[config.mk]
export PLATFORM = sky130hd
export DESIGN_NAME = bht_resolve
export DESIGN_NICKNAME = d
export VERILOG_FILES = /design/src/rtl/bht_resolve_pkg.sv /design/src/rtl/riscv.sv /design/src/rtl/ariane_pkg.sv /design/src/rtl/bht_sat_counter.sv /design/src/rtl/bht_resolve.sv
export SDC_FILE = /design/constraint.sdc
export NUM_CORES = 1
export LEC_CHECK = 0
export BUFFER_PORTS_ARGS = -buffer_cell sky130_fd_sc_hd__buf_2
export CORE_MARGIN = 5
export CORE_UTILIZATION = 42
export CTS_CLUSTER_DIAMETER = 120
export CTS_CLUSTER_SIZE = 14
export DETAILED_ROUTE_END_ITERATION = 10
export GPL_ROUTABILITY_DRIVEN = 0
export PLACE_DENSITY = 0.63
export SETUP_SLACK_MARGIN = 0.2
export SLEW_MARGIN = 40
export SYNTH_ARGS = -nofsm -noshare
export SYNTH_HDL_FRONTEND = slang
export SYNTH_SLANG_ARGS = --single-unit
[constraint.sdc]
create_clock -name clk_i -period 7.9 [get_ports clk_i]
set_input_delay 0.79 -clock clk_i [delete_from_list [all_inputs] [get_ports clk_i]]
set_output_delay 0.79 -clock clk_i [all_outputs]
set_load 0.01 [all_outputs]
[src/rtl/bht_resolve_pkg.sv]
// bht_resolve_pkg: local definitions for the branch history table.
//   bht_state_e - sweep/run control state.
//   CTR_*       - 2-bit saturating counter encodings.
package bht_resolve_pkg;

    typedef enum logic {
        FLUSH = 1'b0,
        RUN   = 1'b1
    } bht_state_e;

    localparam logic [1:0] CTR_STRONG_NT = 2'b00;
    localparam logic [1:0] CTR_WEAK_NT   = 2'b01;
    localparam logic [1:0] CTR_WEAK_T    = 2'b10;
    localparam logic [1:0] CTR_STRONG_T  = 2'b11;

endpackage

[src/rtl/riscv.sv]
// riscv: architectural widths shared by the frontend and execute stages.
//   VLEN - virtual address width carried on fetch and resolution paths.
package riscv;

    localparam int unsigned VLEN = 64;

endpackage

[src/rtl/ariane_pkg.sv]
// ariane_pkg: interface types exchanged between the branch unit, the
// branch history table and the frontend.
//   cf_t         - control-flow descriptor of a resolved instruction.
//   bp_resolve_t - resolution record produced by the execute-stage branch unit.
//   bht_pred_t   - {valid, taken} direction prediction returned to fetch.
package ariane_pkg;

    typedef struct packed {
        logic [1:0] kind;   // control-flow class, not used by the BHT
        logic       taken;  // resolved direction
    } cf_t;

    typedef struct packed {
        logic                   valid;
        logic [riscv::VLEN-1:0] pc;
        logic [riscv::VLEN-1:0] target_address;
        logic                   is_mispredict;
        logic [4:0]             to_reg;
        cf_t                    cf_type;
    } bp_resolve_t;

    typedef struct packed {
        logic valid;
        logic taken;
    } bht_pred_t;

endpackage

[src/rtl/bht_sat_counter.sv]
// bht_sat_counter: combinational next-state function of one BHT row counter.
//   ctr_i   - current 2-bit counter of the row.
//   valid_i - row valid bit; an invalid row is (re)seeded in a weak state.
//   taken_i - resolved branch direction.
//   ctr_o   - counter value to write back.
module bht_sat_counter
    import bht_resolve_pkg::*;
(
    input  logic [1:0] ctr_i,
    input  logic       valid_i,
    input  logic       taken_i,
    output logic [1:0] ctr_o
);

    always_comb begin
        ctr_o = ctr_i;
        if (!valid_i) begin
            // First training of a row lands in the weak state of its direction.
            ctr_o = taken_i ? CTR_WEAK_T : CTR_WEAK_NT;
        end else if (taken_i) begin
            if (ctr_i != CTR_STRONG_T) begin
                ctr_o = ctr_i + 2'd1;
            end
        end else begin
            if (ctr_i != CTR_STRONG_NT) begin
                ctr_o = ctr_i - 2'd1;
            end
        end
    end

endmodule

[src/rtl/bht_resolve.sv]
// bht_resolve: branch history table trained by resolved conditional branches
// and looked up by fetch.
//   clk_i             - clock.
//   rst_i             - synchronous active-high reset; starts a clear sweep.
//   flush_bp_i        - starts or restarts a full-table clear sweep.
//   debug_mode_i      - drops all training while high.
//   lookup_valid_i    - fetch lookup request this cycle.
//   vpc_i             - virtual PC of the lookup.
//   resolved_branch_i - resolution record from the branch unit.
//   resolve_cond_i    - marks resolved_branch_i as a conditional branch.
//   bht_prediction_o  - registered {valid, taken}, one cycle after the lookup.
//   busy_o            - high while the clear sweep runs.
// Handshake: there is no back-pressure; a lookup or resolution presented in
// RUN is consumed at that clock edge, and the prediction appears one cycle
// later for exactly one cycle.
module bht_resolve
    import ariane_pkg::*;
    import bht_resolve_pkg::*;
#(
    parameter int unsigned NR_ENTRIES    = 64,
    parameter int unsigned ROW_ADDR_BITS = $clog2(NR_ENTRIES)
) (
    input  logic                   clk_i,
    input  logic                   rst_i,
    input  logic                   flush_bp_i,
    input  logic                   debug_mode_i,
    input  logic                   lookup_valid_i,
    input  logic [riscv::VLEN-1:0] vpc_i,
    input  bp_resolve_t            resolved_branch_i,
    input  logic                   resolve_cond_i,
    output bht_pred_t              bht_prediction_o,
    output logic                   busy_o
);

    typedef struct packed {
        logic       valid;
        logic [1:0] ctr;
    } bht_row_t;

    localparam logic [ROW_ADDR_BITS-1:0] LAST_IDX = ROW_ADDR_BITS'(NR_ENTRIES - 1);

    bht_row_t                 rows_q [NR_ENTRIES];
    bht_state_e               state_q, state_d;
    logic [ROW_ADDR_BITS-1:0] idx_q, idx_d;
    bht_pred_t                pred_q, pred_d;

    logic                     sweep_clear;
    logic                     train_en;
    logic [ROW_ADDR_BITS-1:0] lookup_idx;
    logic [ROW_ADDR_BITS-1:0] train_idx;
    bht_row_t                 lookup_row;
    bht_row_t                 train_row;
    logic [1:0]               train_ctr;

    // Halfword granularity: bit 0 never selects a row.
    assign lookup_idx = vpc_i[ROW_ADDR_BITS:1];
    assign train_idx  = resolved_branch_i.pc[ROW_ADDR_BITS:1];
    assign lookup_row = rows_q[lookup_idx];
    assign train_row  = rows_q[train_idx];

    bht_sat_counter u_sat_counter (
        .ctr_i   (train_row.ctr),
        .valid_i (train_row.valid),
        .taken_i (resolved_branch_i.cf_type.taken),
        .ctr_o   (train_ctr)
    );

    // Sweep control. A flush in either state restarts the sweep at row 0.
    always_comb begin
        state_d     = state_q;
        idx_d       = idx_q;
        sweep_clear = 1'b0;
        case (state_q)
            FLUSH: begin
                sweep_clear = 1'b1;
                if (flush_bp_i) begin
                    idx_d = '0;
                end else if (idx_q == LAST_IDX) begin
                    state_d = RUN;
                    idx_d   = '0;
                end else begin
                    idx_d = idx_q + ROW_ADDR_BITS'(1);
                end
            end
            RUN: begin
                if (flush_bp_i) begin
                    state_d = FLUSH;
                    idx_d   = '0;
                end
            end
            default: begin
                state_d = FLUSH;
                idx_d   = '0;
            end
        endcase
    end

    // A flush in the same cycle wins over training.
    assign train_en = resolved_branch_i.valid && resolve_cond_i && !debug_mode_i
                      && (state_q == RUN) && !flush_bp_i;

    // The prediction register is zeroed whenever the next cycle is a sweep
    // cycle, so the output never shows a lookup result while busy.
    always_comb begin
        pred_d       = '0;
        pred_d.valid = (state_q == RUN) && !flush_bp_i && lookup_valid_i && lookup_row.valid;
        pred_d.taken = pred_d.valid && lookup_row.ctr[1];
    end

    always_ff @(posedge clk_i) begin
        if (rst_i) begin
            state_q <= FLUSH;
            idx_q   <= '0;
            pred_q  <= '0;
        end else begin
            state_q <= state_d;
            idx_q   <= idx_d;
            pred_q  <= pred_d;
        end
    end

    // Table rows carry no reset; the sweep is the only way they are cleared.
    // Reads above use the pre-edge contents, giving read-before-write.
    always_ff @(posedge clk_i) begin
        if (!rst_i) begin
            if (sweep_clear) begin
                rows_q[idx_q] <= '0;
            end else if (train_en) begin
                rows_q[train_idx] <= '{valid: 1'b1, ctr: train_ctr};
            end
        end
    end

    assign bht_prediction_o = pred_q;
    assign busy_o           = (state_q == FLUSH);

    logic unused_bits;
    assign unused_bits = ^{vpc_i[riscv::VLEN-1:ROW_ADDR_BITS+1], vpc_i[0],
                           resolved_branch_i.pc[riscv::VLEN-1:ROW_ADDR_BITS+1],
                           resolved_branch_i.pc[0],
                           resolved_branch_i.target_address,
                           resolved_branch_i.is_mispredict,
                           resolved_branch_i.to_reg,
                           resolved_branch_i.cf_type.kind};

endmodule
==> results of run 1 <==
==> final cells by class <==
type | instances | area [sq um] | area share (%)
Sequential cell | 201 | 5950 | 58.2
Tap cell | 280 | 350 | 3.43
Multi-Input combinational cell | 321 | 3230 | 31.6
Clock buffer | 25 | 498 | 4.87
Inverter | 3 | 11.3 | 0.110
Clock inverter | 1 | 11.3 | 0.110
Timing Repair Buffer | 29 | 168 | 1.64
==> power breakdown <==
group	internal, uW	total [uW]	switching [uW]
clock	439	798	360
combinational	39.0	99.6	60.6
sequential	1150	1150	1.68
==> per-stage QoR <==
stage | hold slack (ns) | area, sq um | power (uW) | util, % | setup slack (ns)
finish | 0.600 | 10200 | 2050 | 46.8 | 3.54
global route | 0.590 | 10200 | 2120 | 46.8 | 3.21
CTS | 0.589 | 10200 | 2060 | 46.8 | 3.47
detailed placement | 0.603 | 9710 | 1280 | 44.5 | 2.93
global placement | 0.563 | 9700 | 1270 | 44.4 | 3.05
floorplan | 0.496 | 9330 | 1240 | - | 1.97
==> logic make-up after synthesis <==
kind of cell	synth area share, %
multiplexers	22.2
flip-flops	63.7
AO/OA/AOI/OAI	4.96
adder cells (fa/ha/maj)	0.134
buffers and inverters	1.94
XOR/XNOR	0.282
AND/OR/NAND/NOR	6.76
==> state kept, by name, summed over array words and instances, names as in the netlist <==
| register | count |
|---|---|
| rows_q | 192 |
| bht_prediction_o | 2 |
| state_q | 1 |
| idx_q | 6 |
==> cell usage after synthesis, types with 3 or more instances <==
master	number	area, sq um
or3_1	4	25.0
a22o_1	5	43.8
nor2b_1	6	37.5
buf_1	5	18.8
a22oi_1	8	60.1
mux4_2	81	1820
nor2_1	80	300
nand2b_1	10	62.6
o21a_1	3	22.5
buf_6	3	33.8
nand3_1	9	45.0
mux2i_1	17	170
dfxtp_1	9	180
buf_2	7	35.0
mux2_2	7	78.8
o211ai_1	4	30.0
nand2_1	30	113
a31oi_1	3	18.8
edfxtp_1	192	5770
clkbuf_1	18	67.6
o21ai_0	16	80.1
a221oi_1	4	35.0
a21oi_1	7	35.0
==> layer usage <==
layer	track usage (%)	wire (um)	up-vias
li1	-	-	2289
met1	23.4	9000	2776
met2	30.0	11300	218
met3	3.31	1590	36
met4	4.42	532	0
met5	0	0	-
==> placed cells by master (no fill, tap or decap), types with 2 or more instances in the layout <==
master,count
a22o_1,5
a221oi_1,4
or3_1,4
mux2_2,7
o31a_1,2
nor2_1,80
clkbuf_1,6
dfxtp_1,9
o2111ai_1,2
a21oi_1,7
a22oi_1,8
xor2_1,2
buf_4,9
a31oi_1,3
and2_1,2
o21ai_0,16
mux2i_1,17
mux4_2,81
or2_2,2
buf_2,20
nor2b_1,6
o21a_1,3
nand2_1,30
nand2b_1,10
o211ai_1,4
inv_1,2
clkbuf_16,19
nand3_1,9
edfxtp_1,192
==> worst paths after layout <==
kind / endpoint / slack, ns
worst min register to register: idx_q[3] / 0.60
worst max register to register: rows_q[2][1] / 3.98
worst max-delay path: rows_q[55][0] / 3.54
worst min-delay path: bht_prediction_o[1] / 0.60
==> impl_summary.txt, run 1 <==
----------------------------------------------------
[Die]
  Die Footprint ... 25300 sq um
  Starting Density ... 42.8%
  Chip Width ... 159 um
  I/O pin count ... 211
  Std-Cell Rows ... 54
  Core Box Area ... 21800 sq um
  Die extent in y ... around 160 um

[Setup path]
  Number of cells on the critical path ... 9
  Cell type of the slowest stage on the worst timing path ... buf_4
  Slowest stage delay, CP ... 0.69 ns
  Logic depth of the worst register-to-register path ... 8
  Beginning of the worst register-to-register path ... state_q
  Startpoint kind of the worst setup timing path ... input pin
  Arrival time reported for the critical path endpoint ... around 4.6 ns
  Crit path max fanout ... 52
  Critical path, cell by cell ... buf_4 -> buf_4 -> mux4_2 -> a22oi_1 -> a21oi_1 -> o311ai_0 -> a211oi_1 -> a211oi_4 -> buf_4
  Crit end category ... flop
  Critical path buffer and inverter count ... 3
  Required @ worst endpoint ... 8.10 ns
  Critical setup path kind ... in2reg
  Timing startpoint of the critical path ... resolved_branch_i[74]
  CP most frequent cell ... buf_4
  Largest delay contributor family on the critical path ... buffers and inverters

[Power]
  Largest vdd supply drop ... 0.182 mV
  Power density over cell area ... 201 nW/um^2
  Cell leakage power ... 0.00354 uW

[Clock network]
  Clock input transition at the sequential cells of the worst setup and hold paths ... around 0.07 ns
  Post CTS Setup Buffer Count ... 0
  Number of buffers created by CTS ... 18
  Total clock sinks ... 201
  CTS Root Cell ... clkbuf_16
  Buffer levels on the longest clock path ... 3
  TritonCTS clock tree ... done
  CTS H-Tree Depth ... 1
  Clock latency of the later-clocked register in the worst-skew pair ... 0.48 ns
  Count of cells resized by post-cts repair ... 0
  Hold-fix buffers, CTS ... 0

[Global route]
  Initial antenna violation count ... 0
  Global route total overflow ... 0
  Wire length of the first global-routing pass ... 34200 um
  Via count of the first global-routing pass ... 5540
  Gr usage total ... ~18%
  Maximum number of pins on one net before global-route repair ... 57

[Cells and area]
  Post-route non-filler standard cell count ... 860
  Synth-to-layout area growth ... 9.46%
  Final antenna diode count ... 0
  Share of cells above drive strength 1 ... 24.8%
  Total Nets Final ... between 700 and 800
  Count of fill cells added during filler insertion ... 1860

[Drt]
  Violation count after the first detailed-routing iteration ... approximately 440
  Number of antenna-violating nets in the routed design ... 0
  Total Routed Length ... between 20000 and 25000 um
  Average via count per standard cell ... 6.18
  Residual DRC ... 0
  Routed wire length per instance ... between 20 and 30 um
  DRT Pass-1 Iters ... 5
  Vias after detailed routing ... 5319

[Place]
  Sum of net half-perimeters after detailed placement ... roughly 15000 um
  Number of instances in the placed design ... 834
  IO buf count ... 22

[Synthesis]
  Number of enable-type register cells in the synthesized netlist ... ~190
  Synthesized netlist cell count ... 560
  Distinct cell type count of the synthesized netlist ... 46
  Synth Register Bits ... 201
  Mean Syn Cell Area ... roughly 17 sq um
  Sequential-to-total area share from yosys stat ... roughly 64%
  Syn_nets ... 769
  Async S/R FF share, synth ... 0%
  Most frequently used flop master after synthesis ... edfxtp_1
  Yosys warning total ... 0
  Combined area of all synthesized cells ... 9330 sq um

[Timing]
  Max_slew headroom ... a little under half
  Fmax ... ~0.23 GHz
  Setup TNS ... 0 ns
  RSZ-0062 raised after global routing ... no
  Count of final max-slew check failures ... 0
  Fin crit share ... ~55%
  Final count of hold timing violations ... 0
  Min cycle time layout ... 4.36 ns
  Transition at the pin with the smallest max-transition slack ... 0.811 ns
  Worst clock skew ... about 0.014 ns
  Final setup vio count ... 0

[Worst hold path]
  Origin of the worst min-delay path ... lookup_valid_i
  Class of the worst hold path ... in2reg
  Hold Path Depth ... 2

[Status]
  Result of the run ... completed

[Run]
  Max-cap violation count ... 0

----------------------------------------------------
(Power assumes the default switching activity.)
==> inputs of run 2 (changes only) <==
Settings changed: PLACE_DENSITY 0.63 to 0.65.
Clock period 7.9 ns to 3.5 ns, I/O delays scaled along.
==> run 2 against run 1 <==
Effect of this change:
- via count increased by 2.7%
- worst setup slack got worse by 3.0 ns
- die area did not move
- core utilization increased by 0.84 points
- critical path type is now reg2reg
- highest routed layer is now met5
==> impl_summary.txt, run 2 (same netlist as run 1, synthesis figures left out) <==
----------------------------------------------------
[Status]
  Result of the run ... completed

[Cells and area]
  Share of cells above drive strength 1 ... 26.8%
  Flip-flop count of the largest register, all copies and words added ... 192
  Highest-count cells in the layout ignoring fill and taps ... edfxtp_1 (192), mux4_2 (81), nor2_1 (80)
  Leading cell type in the layout, fill and taps excluded ... edfxtp_1
  Final antenna diode count ... 0
  Total Nets Final ... 797
  Synth-to-layout area growth ... 11.4%
  Reg with most FFs ... rows_q

[Power]
  Pint ... roughly 3700 uW
  Switching power ... 975 uW
  Power density over cell area ... about 450 nW/um^2
  Proportion of total power due to net switching ... 20.9%
  Share of total power in sequential cells ... a little under three fifths
  Combinational Power Share ... between 5 and 6%
  Power Total ... 4660 uW
  Largest vdd supply drop ... about 0.27 mV
  Relative contribution of the clock network to total power ... 39.0%
  Cell leakage power ... 0.00334 uW

[Drt]
  Total Routed Length ... 23200 um
  Total met3 wirelength after detailed routing ... 1930 um
  Residual DRC ... 0
  Met1 layer wirelength in the final routing ... 9130 um
  DRT Pass-1 Iters ... 7
  Met2 wire length ... 11300 um
  Routed wire length per instance ... about 27 um
  Average via count per standard cell ... roughly 6.2
  Violation count after the first detailed-routing iteration ... 613
  Highest routed layer ... met5
  Number of antenna-violating nets in the routed design ... 0
  Vias after detailed routing ... 5460

[Die]
  I/O pin count ... 211
  Std-Cell Rows ... 54
  Core Box Area ... 21800 sq um
  Die Footprint ... 25300 sq um
  Die extent in y ... between 150 and 200 um
  Chip Width ... 159 um
  Starting Density ... a little over two fifths

[Clock network]
  CTS Root Cell ... clkbuf_16
  Post CTS Setup Buffer Count ... 0
  Clock input transition at the sequential cells of the worst setup and hold paths ... around 0.06 ns
  Count of cells resized by post-cts repair ... 0
  Hold-fix buffers, CTS ... 0
  Number of buffers created by CTS ... 18
  CTS H-Tree Depth ... 1
  Buffer levels on the longest clock path ... 3
  Clock latency of the later-clocked register in the worst-skew pair ... about 0.50 ns
  Total clock sinks ... 201
  TritonCTS clock tree ... done

[Timing]
  Fin crit share ... between 80% and 90%
  Final count of hold timing violations ... 0
  Final setup vio count ... 0
  RSZ-0062 raised after global routing ... no
  Worst clock skew ... 0.0270 ns
  Max_slew headroom ... roughly 55%
  Setup TNS ... 0 ns
  Transition at the pin with the smallest max-transition slack ... 0.681 ns
  Fmax ... ~0.34 GHz
  Count of final max-slew check failures ... 0
  Min cycle time layout ... roughly 2.9 ns

[Setup path]
  Required @ worst endpoint ... 3.66 ns
  Startpoint kind of the worst setup timing path ... flop
  Crit end category ... flop
  Critical setup path kind ... reg2reg
  Crit path max fanout ... 21
  Arrival time reported for the critical path endpoint ... 3.10 ns

[Place]
  Sum of net half-perimeters after detailed placement ... 15400 um
  IO buf count ... 22

[Global route]
  Via count of the first global-routing pass ... roughly 5700
  Initial antenna violation count ... 1
  Wire length of the first global-routing pass ... 35000 um
  Global route total overflow ... 0
  Gr usage total ... 17.9%
  Maximum number of pins on one net before global-route repair ... 49

[Run]
  Max-cap violation count ... 0

[Worst hold path]
  Class of the worst hold path ... in2reg

----------------------------------------------------
[run 2: cell types whose count changed in the layout (fill, tap and decap cells not counted)]
cell / previous run / this run
buf_2: 20 / 21
buf_4: 9 / 16
buf_12: 0 / 6
o21ai_0: 16 / 15
o21ai_1: 0 / 1
a211oi_1: 1 / 0
o311ai_1: 0 / 1
o311ai_0: 1 / 0
a211oi_2: 0 / 1
[run 2: final timing paths]
check                 startpoint             endpoint  slack, ns  cells past startpoint
setup reg to reg         state_q        rows_q[25][0]       0.56                      8
setup / recovery         state_q        rows_q[25][0]       0.56                      8
hold / removal    lookup_valid_i  bht_prediction_o[1]       0.16                      2
hold reg to reg         idx_q[3]             idx_q[3]       0.61                      2
[run 2: routing by layer]
layer,vias to the layer above,GRT usage [%]
met4,2,5.78
met5,-,0
li1,2316,-
met1,2835,24.0
met2,250,29.5
met3,57,3.88
[run 2: layout make-up]
cell class / count / area (sq um)
Inverter: 3 / 11.3
Sequential cell: 201 / 5950
Tap cell: 280 / 350
Clock buffer: 25 / 498
Clock inverter: 1 / 11.3
Fill cell: 1803 / 11400
Timing Repair Buffer: 43 / 345
Multi-Input combinational cell: 321 / 3240
[run 2: power groups by stage]
stage,registers (uW),logic (uW),clock network (uW)
after global placement,2650,240,0
after detailed placement,2650,244,0
after global routing,2600,259,1970
after floorplan,2650,174,0
after CTS,2600,245,1860
final,2600,244,1820
[run 2: worst max-delay path: stages, from the launching register on]
cell     delay [ns]
dfxtp_1        0.34
nand2_1        0.05
or3_1          0.63
inv_2          0.34
buf_4          0.32
nand2_1        0.09
nand2_1        0.23
nand2_1        0.28
nor2_1         0.33
[run 2: stage by stage]
step / instance area, sq um / std cells / hold slack (ns) / setup slack, ns / util (%)
after global routing: 10400 / 874 / 0.133 / 0.378 / 47.6
final: 10400 / 874 / 0.157 / 0.561 / 47.6
after detailed placement: 9890 / 848 / 0.580 / 0.241 / 45.3
after CTS: 10400 / 874 / 0.140 / 0.602 / 47.6
after global placement: 9890 / 848 / 0.555 / 0.313 / 45.3
after floorplan: 9440 / 560 / 0.496 / 0.128 / -
==> inputs of run 3 (changes only) <==
Settings changed: PLACE_DENSITY 0.65 to 0.63.
Clock period 3.5 ns to 3 ns, I/O delays scaled along.
==> run 3 against run 2 <==
Effect of this change:
- sequential power up 17%
- cell area rose by 1.7%
- sequential share of layout area is 0.97 points lower
- clock-buffer cell count decreased by 2
- critical path type unchanged
==> impl_summary.txt, run 3 (same netlist as run 1, synthesis figures left out) <==
----------------------------------------------------
[Status]
  Result of the run ... completed

[Cells and area]
  Share of cells above drive strength 1 ... 29.7%
  Count of fill cells added during filler insertion ... 1808
  Finished layout cell area ... 10600 sq um
  Synth-to-layout area growth ... 13.4%
  Combined flip-flop and latch cell area ... slightly below 6000 sq um
  Flip-flop count of the largest register, all copies and words added ... 192
  Leading cell type in the layout, fill and taps excluded ... edfxtp_1
  Highest-count cells in the layout ignoring fill and taps ... edfxtp_1 (192), mux4_2 (81), nor2_1 (80)
  Area occupied by multi-input gates ... 3240 sq um
  Reg with most FFs ... rows_q
  Final antenna diode count ... 0
  Post-route non-filler standard cell count ... 896
  Total Nets Final ... between 800 and 900

[Setup path]
  CP most frequent cell ... o21ai_0
  Cell type of the slowest stage on the worst timing path ... mux4_2
  Crit path max fanout ... 16
  Critical path, cell by cell ... mux4_2 -> mux2i_1 -> o21ai_0 -> o21ai_0 -> a41oi_2 -> o211ai_1 -> o31ai_4 -> buf_4
  Startpoint kind of the worst setup timing path ... flop
  Arrival time reported for the critical path endpoint ... 2.94 ns
  Required @ worst endpoint ... 3.21 ns
  Critical setup path kind ... reg2reg
  Slowest stage delay, CP ... ~0.51 ns
  Crit end category ... flop

[Timing]
  Fin crit share ... between 90% and 100%
  Final setup vio count ... 0
  Min cycle time layout ... ~2.7 ns
  Setup TNS ... 0 ns
  Transition at the pin with the smallest max-transition slack ... 0.626 ns
  Fmax ... 0.366 GHz
  Max_slew headroom ... around three fifths
  Count of final max-slew check failures ... 0
  RSZ-0062 raised after global routing ... no
  Final count of hold timing violations ... 0
  Worst clock skew ... 0.0283 ns

[Clock network]
  Hold-fix buffers, CTS ... 0
  Total clock sinks ... between 200 and 250
  Buffer levels on the longest clock path ... 3
  Count of cells resized by post-cts repair ... 0
  CTS Root Cell ... clkbuf_16
  Clock latency of the later-clocked register in the worst-skew pair ... approximately 0.49 ns
  Number of buffers created by CTS ... 18
  CTS H-Tree Depth ... 1
  TritonCTS clock tree ... done
  Clock input transition at the sequential cells of the worst setup and hold paths ... about 0.070 ns
  Post CTS Setup Buffer Count ... 0

[Power]
  Cell leakage power ... roughly 0.0032 uW
  Power density over cell area ... between 500 and 600 nW/um^2
  Largest vdd supply drop ... 0.251 mV

[Drt]
  Violation count after the first detailed-routing iteration ... ~550
  Routed wire length per instance ... 26.1 um
  Number of antenna-violating nets in the routed design ... 0
  Residual DRC ... 0
  Total Routed Length ... 23400 um
  DRT Pass-1 Iters ... 5
  Vias after detailed routing ... 5440
  Average via count per standard cell ... 6.07

[Die]
  Chip Width ... 159 um
  Std-Cell Rows ... 54
  Core Box Area ... 21800 sq um
  Die extent in y ... 159 um
  Die Footprint ... 25300 sq um
  Starting Density ... 42.8%
  I/O pin count ... 211

[Place]
  IO buf count ... 22
  Sum of net half-perimeters after detailed placement ... ~16000 um
  Number of instances in the placed design ... 870
  Post-detailed-placement cell area ... about 10000 sq um

[Global route]
  Wire length of the first global-routing pass ... 35100 um
  Maximum number of pins on one net before global-route repair ... 49
  Gr usage total ... 18.1%
  Initial antenna violation count ... 0
  Via count of the first global-routing pass ... between 5000 and 6000
  Global route total overflow ... 0

[Worst hold path]
  Class of the worst hold path ... in2reg

[Run]
  Max-cap violation count ... 0

----------------------------------------------------
==> run 3: final cells by class <==
cell class                 instances  area share [%]
timing repair buffer              66            5.01
tap                              280            3.31
clock inverter                     2           0.260
inverter                           3           0.106
sequential                       201            56.2
multi-input combinational        321            30.7
clock buffer                      23            4.44
==> run 3: worst paths after layout <==
path	startpoint	to	slack [ns]	cells past startpoint
min reg2reg	idx_q[3]	idx_q[3]	0.63	2
max reg2reg	rows_q[23][1]	rows_q[10][1]	0.27	8
min	lookup_valid_i	bht_prediction_o[1]	0.12	2
max	rows_q[23][1]	rows_q[10][1]	0.27	8
==> run 3: critical path: cells and delay by family, from the launching register on <==
family	cells	cell delay, ns
compound gates	5	1.11
mux	2	0.72
flops	1	0.39
buf+inv	1	0.23
==> run 3: layer usage <==
layer | share of wire (%) | vias up | track usage (%)
met5 | 0 | - | 0
met2 | 49 | 243 | 29.8
met1 | 40 | 2784 | 23.9
met4 | 3.8 | 0 | 6.01
met3 | 7.6 | 51 | 4.12
li1 | - | 2362 | -
==> run 3: power by group <==
part | total, uW | internal [uW] | switching [uW]
Sequential | 3030 | 3030 | 4.63
Clock | 2070 | 1110 | 966
Combinational | 313 | 139 | 174
Total | 5420 | 4270 | 1140
==> run 3: stage by stage <==
step	total power (uW)	hold WS [ns]	setup WS, ns	utilization [%]
global placement	3400	0.552	-0.0631	46.2
CTS	5460	0.114	0.217	48.4
floorplan	3300	0.495	-0.315	-
detailed placement	3410	0.603	-0.136	46.2
finish	5420	0.124	0.266	48.5
global route	5590	0.120	0.211	48.5
